## src/rtl/uart_core_param.sv

```systemverilog
// Parametrised UART transceiver with internal oversample tick generator,
// runtime parity select, frame/parity error flags and internal loopback.
module uart_core_param #(
    parameter int DATA_BITS  = 8,
    parameter int CLK_DIV    = 27,
    parameter int OVERSAMPLE = 16,
    parameter int STOP_BITS  = 1
) (
    input  logic                 clk,
    input  logic                 rst,
    input  logic [1:0]           parity_mode,
    input  logic                 loopback,
    input  logic                 tx_data_avail,
    input  logic [DATA_BITS-1:0] tx_data,
    output logic                 tx_serial,
    output logic                 tx_active,
    output logic                 tx_done,
    input  logic                 rx_serial,
    output logic [DATA_BITS-1:0] rx_data,
    output logic                 rx_data_avail,
    output logic                 parity_error,
    output logic                 frame_error
);

    localparam int DIV_W  = $clog2(CLK_DIV);
    localparam int TCNT_W = $clog2(STOP_BITS * OVERSAMPLE);
    localparam int BIT_W  = $clog2(DATA_BITS);

    localparam logic [DIV_W-1:0]  DIV_LAST  = DIV_W'(CLK_DIV - 1);
    localparam logic [TCNT_W-1:0] OS_LAST   = TCNT_W'(OVERSAMPLE - 1);
    localparam logic [TCNT_W-1:0] HALF_LAST = TCNT_W'(OVERSAMPLE / 2 - 1);
    localparam logic [TCNT_W-1:0] STOP_LAST = TCNT_W'(STOP_BITS * OVERSAMPLE - 1);
    localparam logic [BIT_W-1:0]  BIT_LAST  = BIT_W'(DATA_BITS - 1);

    typedef enum logic [2:0] {
        S_IDLE,
        S_START,
        S_DATA,
        S_PARITY,
        S_STOP
    } state_e;

    // Free-running oversample tick shared by TX and RX
    logic [DIV_W-1:0] div_q;
    logic [DIV_W-1:0] div_d;
    logic             tick;

    always_comb begin
        tick  = (div_q == DIV_LAST);
        div_d = tick ? '0 : div_q + 1'b1;
    end

    always_ff @(posedge clk) begin
        if (rst) begin
            div_q <= '0;
        end else begin
            div_q <= div_d;
        end
    end

    state_e                tx_state_q;
    logic [TCNT_W-1:0]     tx_cnt_q;
    logic [BIT_W-1:0]      tx_bit_q;
    logic [DATA_BITS-1:0]  tx_shift_q;
    logic                  tx_pen_q;
    logic                  tx_par_q;
    logic                  tx_serial_q;
    logic                  tx_active_q;
    logic                  tx_done_q;

    always_ff @(posedge clk) begin
        if (rst) begin
            tx_state_q  <= S_IDLE;
            tx_cnt_q    <= '0;
            tx_bit_q    <= '0;
            tx_shift_q  <= '0;
            tx_pen_q    <= 1'b0;
            tx_par_q    <= 1'b0;
            tx_serial_q <= 1'b1;
            tx_active_q <= 1'b0;
            tx_done_q   <= 1'b0;
        end else begin
            tx_done_q <= 1'b0;
            unique case (tx_state_q)
                S_IDLE: begin
                    if (tx_data_avail) begin
                        tx_shift_q  <= tx_data;
                        tx_pen_q    <= ^parity_mode;
                        tx_par_q    <= (^tx_data) ^ parity_mode[1];
                        tx_cnt_q    <= '0;
                        tx_serial_q <= 1'b0;
                        tx_active_q <= 1'b1;
                        tx_state_q  <= S_START;
                    end
                end
                S_START: begin
                    if (tick) begin
                        if (tx_cnt_q == OS_LAST) begin
                            tx_cnt_q    <= '0;
                            tx_bit_q    <= '0;
                            tx_serial_q <= tx_shift_q[0];
                            tx_state_q  <= S_DATA;
                        end else begin
                            tx_cnt_q <= tx_cnt_q + 1'b1;
                        end
                    end
                end
                S_DATA: begin
                    if (tick) begin
                        if (tx_cnt_q == OS_LAST) begin
                            tx_cnt_q <= '0;
                            if (tx_bit_q == BIT_LAST) begin
                                if (tx_pen_q) begin
                                    tx_serial_q <= tx_par_q;
                                    tx_state_q  <= S_PARITY;
                                end else begin
                                    tx_serial_q <= 1'b1;
                                    tx_state_q  <= S_STOP;
                                end
                            end else begin
                                tx_bit_q    <= tx_bit_q + 1'b1;
                                tx_shift_q  <= tx_shift_q >> 1;
                                tx_serial_q <= tx_shift_q[1];
                            end
                        end else begin
                            tx_cnt_q <= tx_cnt_q + 1'b1;
                        end
                    end
                end
                S_PARITY: begin
                    if (tick) begin
                        if (tx_cnt_q == OS_LAST) begin
                            tx_cnt_q    <= '0;
                            tx_serial_q <= 1'b1;
                            tx_state_q  <= S_STOP;
                        end else begin
                            tx_cnt_q <= tx_cnt_q + 1'b1;
                        end
                    end
                end
                S_STOP: begin
                    if (tick) begin
                        if (tx_cnt_q == STOP_LAST) begin
                            tx_cnt_q    <= '0;
                            tx_serial_q <= 1'b1;
                            tx_active_q <= 1'b0;
                            tx_done_q   <= 1'b1;
                            tx_state_q  <= S_IDLE;
                        end else begin
                            tx_cnt_q <= tx_cnt_q + 1'b1;
                        end
                    end
                end
                default: tx_state_q <= S_IDLE;
            endcase
        end
    end

    assign tx_serial = tx_serial_q;
    assign tx_active = tx_active_q;
    assign tx_done   = tx_done_q;

    logic rx_s1_q;
    logic rx_s2_q;
    logic rx_line;

    always_ff @(posedge clk) begin
        if (rst) begin
            rx_s1_q <= 1'b1;
            rx_s2_q <= 1'b1;
        end else begin
            rx_s1_q <= rx_serial;
            rx_s2_q <= rx_s1_q;
        end
    end

    // Loopback taps the registered TX line after the synchroniser
    assign rx_line = loopback ? tx_serial_q : rx_s2_q;

    state_e                rx_state_q;
    logic [TCNT_W-1:0]     rx_cnt_q;
    logic [BIT_W-1:0]      rx_bit_q;
    logic [DATA_BITS-1:0]  rx_shift_q;
    logic                  rx_pen_q;
    logic                  rx_odd_q;
    logic                  rx_par_q;
    logic [DATA_BITS-1:0]  rx_data_q;
    logic                  rx_avail_q;
    logic                  rx_perr_q;
    logic                  rx_ferr_q;

    always_ff @(posedge clk) begin
        if (rst) begin
            rx_state_q <= S_IDLE;
            rx_cnt_q   <= '0;
            rx_bit_q   <= '0;
            rx_shift_q <= '0;
            rx_pen_q   <= 1'b0;
            rx_odd_q   <= 1'b0;
            rx_par_q   <= 1'b0;
            rx_data_q  <= '0;
            rx_avail_q <= 1'b0;
            rx_perr_q  <= 1'b0;
            rx_ferr_q  <= 1'b0;
        end else begin
            rx_avail_q <= 1'b0;
            unique case (rx_state_q)
                S_IDLE: begin
                    if (!rx_line) begin
                        rx_cnt_q   <= '0;
                        rx_pen_q   <= ^parity_mode;
                        rx_odd_q   <= parity_mode[1];
                        rx_state_q <= S_START;
                    end
                end
                S_START: begin
                    if (tick) begin
                        if (rx_cnt_q == HALF_LAST) begin
                            rx_cnt_q   <= '0;
                            rx_bit_q   <= '0;
                            rx_state_q <= rx_line ? S_IDLE : S_DATA;
                        end else begin
                            rx_cnt_q <= rx_cnt_q + 1'b1;
                        end
                    end
                end
                S_DATA: begin
                    if (tick) begin
                        if (rx_cnt_q == OS_LAST) begin
                            rx_cnt_q   <= '0;
                            rx_shift_q <= {rx_line, rx_shift_q[DATA_BITS-1:1]};
                            if (rx_bit_q == BIT_LAST) begin
                                rx_state_q <= rx_pen_q ? S_PARITY : S_STOP;
                            end else begin
                                rx_bit_q <= rx_bit_q + 1'b1;
                            end
                        end else begin
                            rx_cnt_q <= rx_cnt_q + 1'b1;
                        end
                    end
                end
                S_PARITY: begin
                    if (tick) begin
                        if (rx_cnt_q == OS_LAST) begin
                            rx_cnt_q   <= '0;
                            rx_par_q   <= rx_line;
                            rx_state_q <= S_STOP;
                        end else begin
                            rx_cnt_q <= rx_cnt_q + 1'b1;
                        end
                    end
                end
                S_STOP: begin
                    if (tick) begin
                        if (rx_cnt_q == OS_LAST) begin
                            rx_cnt_q   <= '0;
                            rx_data_q  <= rx_shift_q;
                            rx_perr_q  <= rx_pen_q &
                                          ((^rx_shift_q) ^ rx_par_q ^ rx_odd_q);
                            rx_ferr_q  <= ~rx_line;
                            rx_avail_q <= 1'b1;
                            rx_state_q <= S_IDLE;
                        end else begin
                            rx_cnt_q <= rx_cnt_q + 1'b1;
                        end
                    end
                end
                default: rx_state_q <= S_IDLE;
            endcase
        end
    end

    assign rx_data       = rx_data_q;
    assign rx_data_avail = rx_avail_q;
    assign parity_error  = rx_perr_q;
    assign frame_error   = rx_ferr_q;

endmodule

```

## config.mk

```make
export PLATFORM = sky130hd
export DESIGN_NAME = uart_core_param
export DESIGN_NICKNAME = d
export VERILOG_FILES = /design/src/rtl/uart_core_param.sv
export SDC_FILE = /design/constraint.sdc
export NUM_CORES = 1
export LEC_CHECK = 0
export ABC_AREA = 1
export CORE_ASPECT_RATIO = 1.4
export CORE_UTILIZATION = 57
export CTS_CLUSTER_DIAMETER = 40
export DETAILED_ROUTE_END_ITERATION = 12
export PLACE_DENSITY = 0.79
export SLEW_MARGIN = 20
export SYNTH_ARGS = -nofsm -noshare
export SYNTH_HDL_FRONTEND = slang
export SYNTH_SLANG_ARGS = --single-unit
export TNS_END_PERCENT = 10
```

## constraint.sdc

```tcl
create_clock -name clk -period 2 [get_ports clk]
set_clock_uncertainty 0.2 [all_clocks]
set_input_delay 0.6 -clock clk [delete_from_list [all_inputs] [get_ports clk]]
set_output_delay 0.6 -clock clk [all_outputs]
set_load 0.05 [all_outputs]
```

## Yosys cells after proc, flatten, opt, wreduce, memory -nomap -nowiden

Index checks and enable logic that the tools add are counted.
Widths: inputs -> output; s select.

| word-level totals | value |
|---|---|
| register bits after elaboration | 62 |
| output and inout port bits | 14 |
| input bits | 15 |

| operators by class | value |
|---|---|
| reduce and logical (&&, ||, !) cells | 32 |
| add/sub/neg operators | 5 |
| bitwise gates (word level) | 8 |
| eq/ne operators | 40 |
| mux-type cells | 67 |

Operators by type and width:

| kind | number |
|---|---|
| $mux 3 | 30 |
| $ne 2x2->1 const B | 22 |
| $mux 4 | 8 |
| $mux 8 | 4 |
| $pmux 3 s5 | 2 |
| $reduce_and 10->1 | 2 |
| $pmux 8 s2 | 1 |
| $reduce_xor 8->1 | 2 |
| $mux 1 | 15 |
| $eq 3x2->1 const B | 4 |
| $eq 3x3->1 const B | 4 |
| $pmux 3 s2 | 2 |
| $pmux 4 s3 | 1 |
| $reduce_and 3->1 | 4 |
| $reduce_and 6->1 | 2 |
| $reduce_bool 2->1 | 5 |
| $reduce_or 3->1 | 3 |
| $add 4x1->4 const B | 2 |
| $eq 4x4->1 const B | 2 |
| $ne 2x1->1 const B | 4 |
| $pmux 4 s2 | 1 |
| $reduce_and 4->1 | 2 |
| $reduce_and 8->1 | 1 |
| $add 3x1->3 const B | 2 |
| other kinds (18) | 27 |

## Depth between registers and ports, before layout

| depth | value |
|---|---|
| depth in word-level cells | 5 |
| mapped depth | 10 |
| depth with buffers taken out | 10 |

## Worst setup path before layout

Ideal clock, no wire load.

| timing path | value |
|---|---|
| path kind | input to register |
| start point | input port loopback |
| end point | register rx_cnt_q[2] |
| required time | 1669 ps |
| setup slack | 193 ps |
| arrival | 1476 ps |
| setup time | 131 ps |
| stages | 8 |
| path through | o21ai_0 > nand2_1 > nand2_2 > nor2_4 > nand2_4 > clkinv_2 > nand2_1 > a21oi_2 |

| between the ends | value |
|---|---|
| cells in the longest elaborated chain, start to end | 3 |

RTL lines:

| what | RTL line | text |
|---|---|---|
| from (decl) | 12 | `input logic loopback,` |
| $mux 1 | 178 | `assign rx_line = loopback ? tx_serial_q : rx_s2_q;` |
| $ne 2x2->1 (no line) | - |  |
| $reduce_and 4->1 (no line) | - |  |
| to (signal assigned) | 223 | `rx_cnt_q <= rx_cnt_q + 1'b1;` |
| to (signal assigned) | 238 | `rx_cnt_q <= rx_cnt_q + 1'b1;` |
| to (signal assigned) | 249 | `rx_cnt_q <= rx_cnt_q + 1'b1;` |
| to (decl) | 181 | `logic [TCNT_W-1:0] rx_cnt_q;` |

No other way between the ends.
A chain may end at the register's enable or synchronous reset.

## Worst setup path after layout

| timing path | value |
|---|---|
| start point | input port loopback |
| end point | register rx_cnt_q[1] |

The elaborated chain is that of the path after synthesis.

==> run_results.csv <==
group,metric,value,unit
logic_synthesis,synth_edf_count,0,
hold_path,holdCritPathClass,"register to register",
cts,cts.clk_slew.worst_paths,0.07,ns
logic_synthesis,ys_warn_count,0,
setup_path,path_buf_inv,1,
global_routing,grt_pass1_vias,2992,
run,drv_cap,0,
detailed_routing,first_iter_violations,191,
power,clockPowerShare,24.9,%
hold_path,min_path_cells,1,
timing,worstMarginPinSlew,0.392,ns
floorplan,die_h,90.6,µm
detailed_routing,wl,7610,µm
power,p_sw_share,38.6,%
final_layout,stdcell_count,572,
power,peakVddDrop,0.928,mV
timing,finalHoldViolCount,0,
logic_synthesis,synth_seq_area_share,38.8,%
final_layout,nets,525,
logic_synthesis,synthDistinctLibCells,41,
hold_path,hold_start,"rx_s1_q",
place,place_inst,555,
power,power.switching,1.62,mW
floorplan,initial_core_util,60.6,%
global_routing,antenna_found_initial,0,
power,p_per_area,1050,nW/µm²
detailed_routing,via_per_inst,5.38,
detailed_routing,num_vias,3078,
global_routing,grt_overflow,0,
cts,cts-root-buf,"clkbuf_8",
final_layout,layout-drive-gt1-share,15.4,%
place,dpl_cell_area,3790,µm²
final_layout,diodes,0,
global_routing,grt_max_degree,30,
floorplan,dieWidth,65.3,µm
floorplan,ios,29,
power,leakage,1.81,nW
detailed_routing,wl_per_cell,13.3,µm
setup_path,crit_cells,9,
place,gp_congestion,0.863,
timing,maxSlewViolCount,0,
final_layout,final_area,4020,µm²
timing,relSlewSlack,73.6,%
timing,grt_setup_unrepaired,"true",
timing,final.min_clock_period,1.92,ns
place,hpwl,5550,µm
setup_path,crit_fanout,7,
global_routing,grt_pass1_wl,13000,µm
detailed_routing,antenna_left,0,
cts,clock_sinks,62,
place,port_buffers,28,
logic_synthesis,syn-cell-area,3200,µm²
logic_synthesis,synth_fp_nets,479,
power,power.internal,2.58,mW
floorplan,core_area,5280,µm²
setup_path,crit_family,"simple AND/OR/NAND/NOR gates",
logic_synthesis,syn_area_per_cell,7.03,µm²
logic_synthesis,async_reset_ff_share,0,%
logic_synthesis,ys.flop_type,"dfxtp_1",
final_layout,nFillCells,393,
setup_path,cp_cell_sequence,"clkdlybuf4s50_1, nand2_1, o21ai_1, nand2_1, nand2_2, nor2_4, nand2_4, o21ai_0, nor2_1",
run_status,status,"complete, no violations",
floorplan,core.rowCount,31,
floorplan,dieArea,5920,µm²
detailed_routing,dr.pass1.iters,7,
timing,period_share,95.8,%
setup_path,critical_path_class,"input pin to register",
timing,setup_viol,0,
cts,htreeDepth,3,
setup_path,cp_common_cell,"nand2_1",
timing,max_clock_freq,522,MHz
setup_path,slowest_stage,"clkdlybuf4s50_1",
cts,numCtsBuffers,9,
setup_path,rr_endpoint,"rx_data[3]",
setup_path,startpoint_type,"input pin",
setup_path,cp_slowest_stage_delay,0.47,ns
cts,cts_hold_buf,0,
setup_path,endpoint_kind,"register",
cts,clkLatencyLatePin,0.35,ns
setup_path,rrSetupSlack,0.11,ns
power,combPwrFrac,36.9,%
logic_synthesis,ys_seq_elements,62,
hold_path,holdPathEnd,"rx_s2_q",
setup_path,cp_data_required_time,2.04,ns
cts,clockBufferDepth,2,
setup_path,worst-r2r-cell-count,9,
cts,tritoncts,"yes",
logic_synthesis,synth_cells,455,
power,pwr-share-seq,38.2,%
detailed_routing,drc,0,
final_layout,syn_to_final_growth,25.8,%
setup_path,crit_arrival,1.95,ns
setup_path,rr_startpoint,"rx_cnt_q[0]",
global_routing,track_usage,28.6,%
==> Yosys cell counts, types with 2 or more instances <==
| cell type | instances | area (µm²) |
|---|---|---|
| a211oi_1 | 5 | 37.5 |
| a21oi_1 | 38 | 190 |
| a21oi_2 | 2 | 17.5 |
| clkbuf_1 | 6 | 22.5 |
| clkinv_2 | 2 | 10.0 |
| dfxtp_1 | 62 | 1240 |
| ha_1 | 9 | 113 |
| inv_1 | 42 | 158 |
| inv_2 | 4 | 15.0 |
| nand2_1 | 112 | 420 |
| nand2_2 | 4 | 25.0 |
| nand2b_1 | 2 | 12.5 |
| nand3_1 | 22 | 110 |
| nand4_1 | 3 | 18.8 |
| nor2_1 | 60 | 225 |
| nor2_2 | 2 | 12.5 |
| nor2_4 | 3 | 33.8 |
| nor3_1 | 5 | 25.0 |
| o211ai_1 | 3 | 22.5 |
| o21ai_0 | 34 | 170 |
| o21ai_2 | 5 | 43.8 |
| or2_2 | 2 | 12.5 |
| xnor2_1 | 6 | 52.6 |
| xor2_1 | 5 | 43.8 |
==> area by class of cell <==
class | count | area (µm²) | share of cell area [%]
inverters | 49 | 193 | 4.79
multi-input cells | 335 | 1760 | 43.7
clock inverters | 5 | 50.0 | 1.24
repair buffers | 44 | 566 | 14.1
clock buffers | 11 | 131 | 3.27
flip-flops and latches | 62 | 1240 | 30.9
well taps | 66 | 82.6 | 2.05
==> registers in the layout, indices dropped and copies added (netlist names), 3 cells and up <==
name / count
rx_bit_q: 3
tx_shift_q: 8
rx_shift_q: 8
tx_state_q: 3
tx_cnt_q: 4
rx_state_q: 3
rx_data: 8
div_q: 5
rx_cnt_q: 4
tx_bit_q: 3
==> worst reg2reg max path, stage by stage (launching register included) <==
cell and delay [ns]:
dfxtp_1 0.39, ha_1 0.21, nand2_2 0.10, nor2_4 0.12, inv_2 0.07, nor2_8 0.18
nand3_4 0.18, inv_8 0.15, o21ai_1 0.07, a21oi_1 0.15
==> power by group through the flow <==
stage	clock network [mW]	registers, mW	logic (mW)
2_1_floorplan	0	1.63	1.02
3_3_place_gp	0	1.62	1.42
3_5_place_dp	0	1.63	1.48
4_1_cts	1.06	1.60	1.50
5_1_grt	1.11	1.63	1.74
6_report	1.05	1.61	1.55
==> cell families (layout without fill, tap and decap cells) <==
logic type / after synthesis / after routing / synth area share (%)
compound gates: 94 / 94 / 16.6
xor+xnor: 11 / 11 / 3.01
fa+ha+maj: 9 / 9 / 3.52
buf+inv: 58 / 109 / 7.28
flops: 62 / 62 / 38.8
simple gates: 221 / 221 / 30.7
==> per-layer routing <==
metal,vias up,GRT usage [%],wire (µm)
li1,1567,-,-
met2,67,49.7,4000
met5,-,0,0
met4,0,15.8,248
met3,26,6.19,278
met1,1418,31.2,3090
==> placed cells by master, fill, tap and decap left out, types with 3 or more instances in the layout <==
cell type,synthesis,routed
clkinv_2,2,5
nor2_4,3,4
o21ai_0,34,31
nand2_2,4,4
nand2_1,112,111
nand4_1,3,3
o211ai_1,3,3
xor2_1,5,5
inv_1,42,42
clkbuf_8,0,9
dfxtp_1,62,61
ha_1,9,9
nor3_1,5,5
clkdlybuf4s50_1,0,14
o21ai_2,5,4
a211oi_1,5,5
a21oi_1,38,38
nor2_1,60,59
buf_12,0,16
xnor2_1,6,6
inv_2,4,4
buf_4,1,14
nand3_1,22,21
o21ai_1,1,4
==> repair_timing <==
| item | 4_1_cts | 5_1_grt |
|---|---|---|
| setup endpoints to repair | 0 | 31 |
| endpoints found under the hold margin | 0 | 0 |
| resized for setup | 0 | 14 |
| buffers inserted | 0 | 1 |
==> per-stage QoR <==
step	TNS [ns]	hold slack, ns	util (%)	power (mW)	setup slack, ns
finish	0	0.237	76.2	4.21	0.0836
global route	-0.122	0.240	76.2	4.48	-0.0391
CTS	0	0.237	75.3	4.17	0.000355
detailed placement	-2.55	0.221	71.9	3.11	-0.206
global placement	-1.72	0.220	71.9	3.03	-0.168
floorplan	0	0.189	-	2.65	0.193
==> how the worst max path moves through the flow <==
| stage | startpoint | endpoint |
|---|---|---|
| 6_report | loopback | rx_cnt_q[1] |
| 5_1_grt | div_q[0] | tx_shift_q[2] |
| 4_1_cts | div_q[0] | tx_shift_q[2] |
| 3_5_place_dp | loopback | rx_cnt_q[3] |
| 3_3_place_gp | loopback | rx_cnt_q[3] |
| 2_1_floorplan | loopback | rx_cnt_q[2] |
Power figures use the tool's default switching activity.
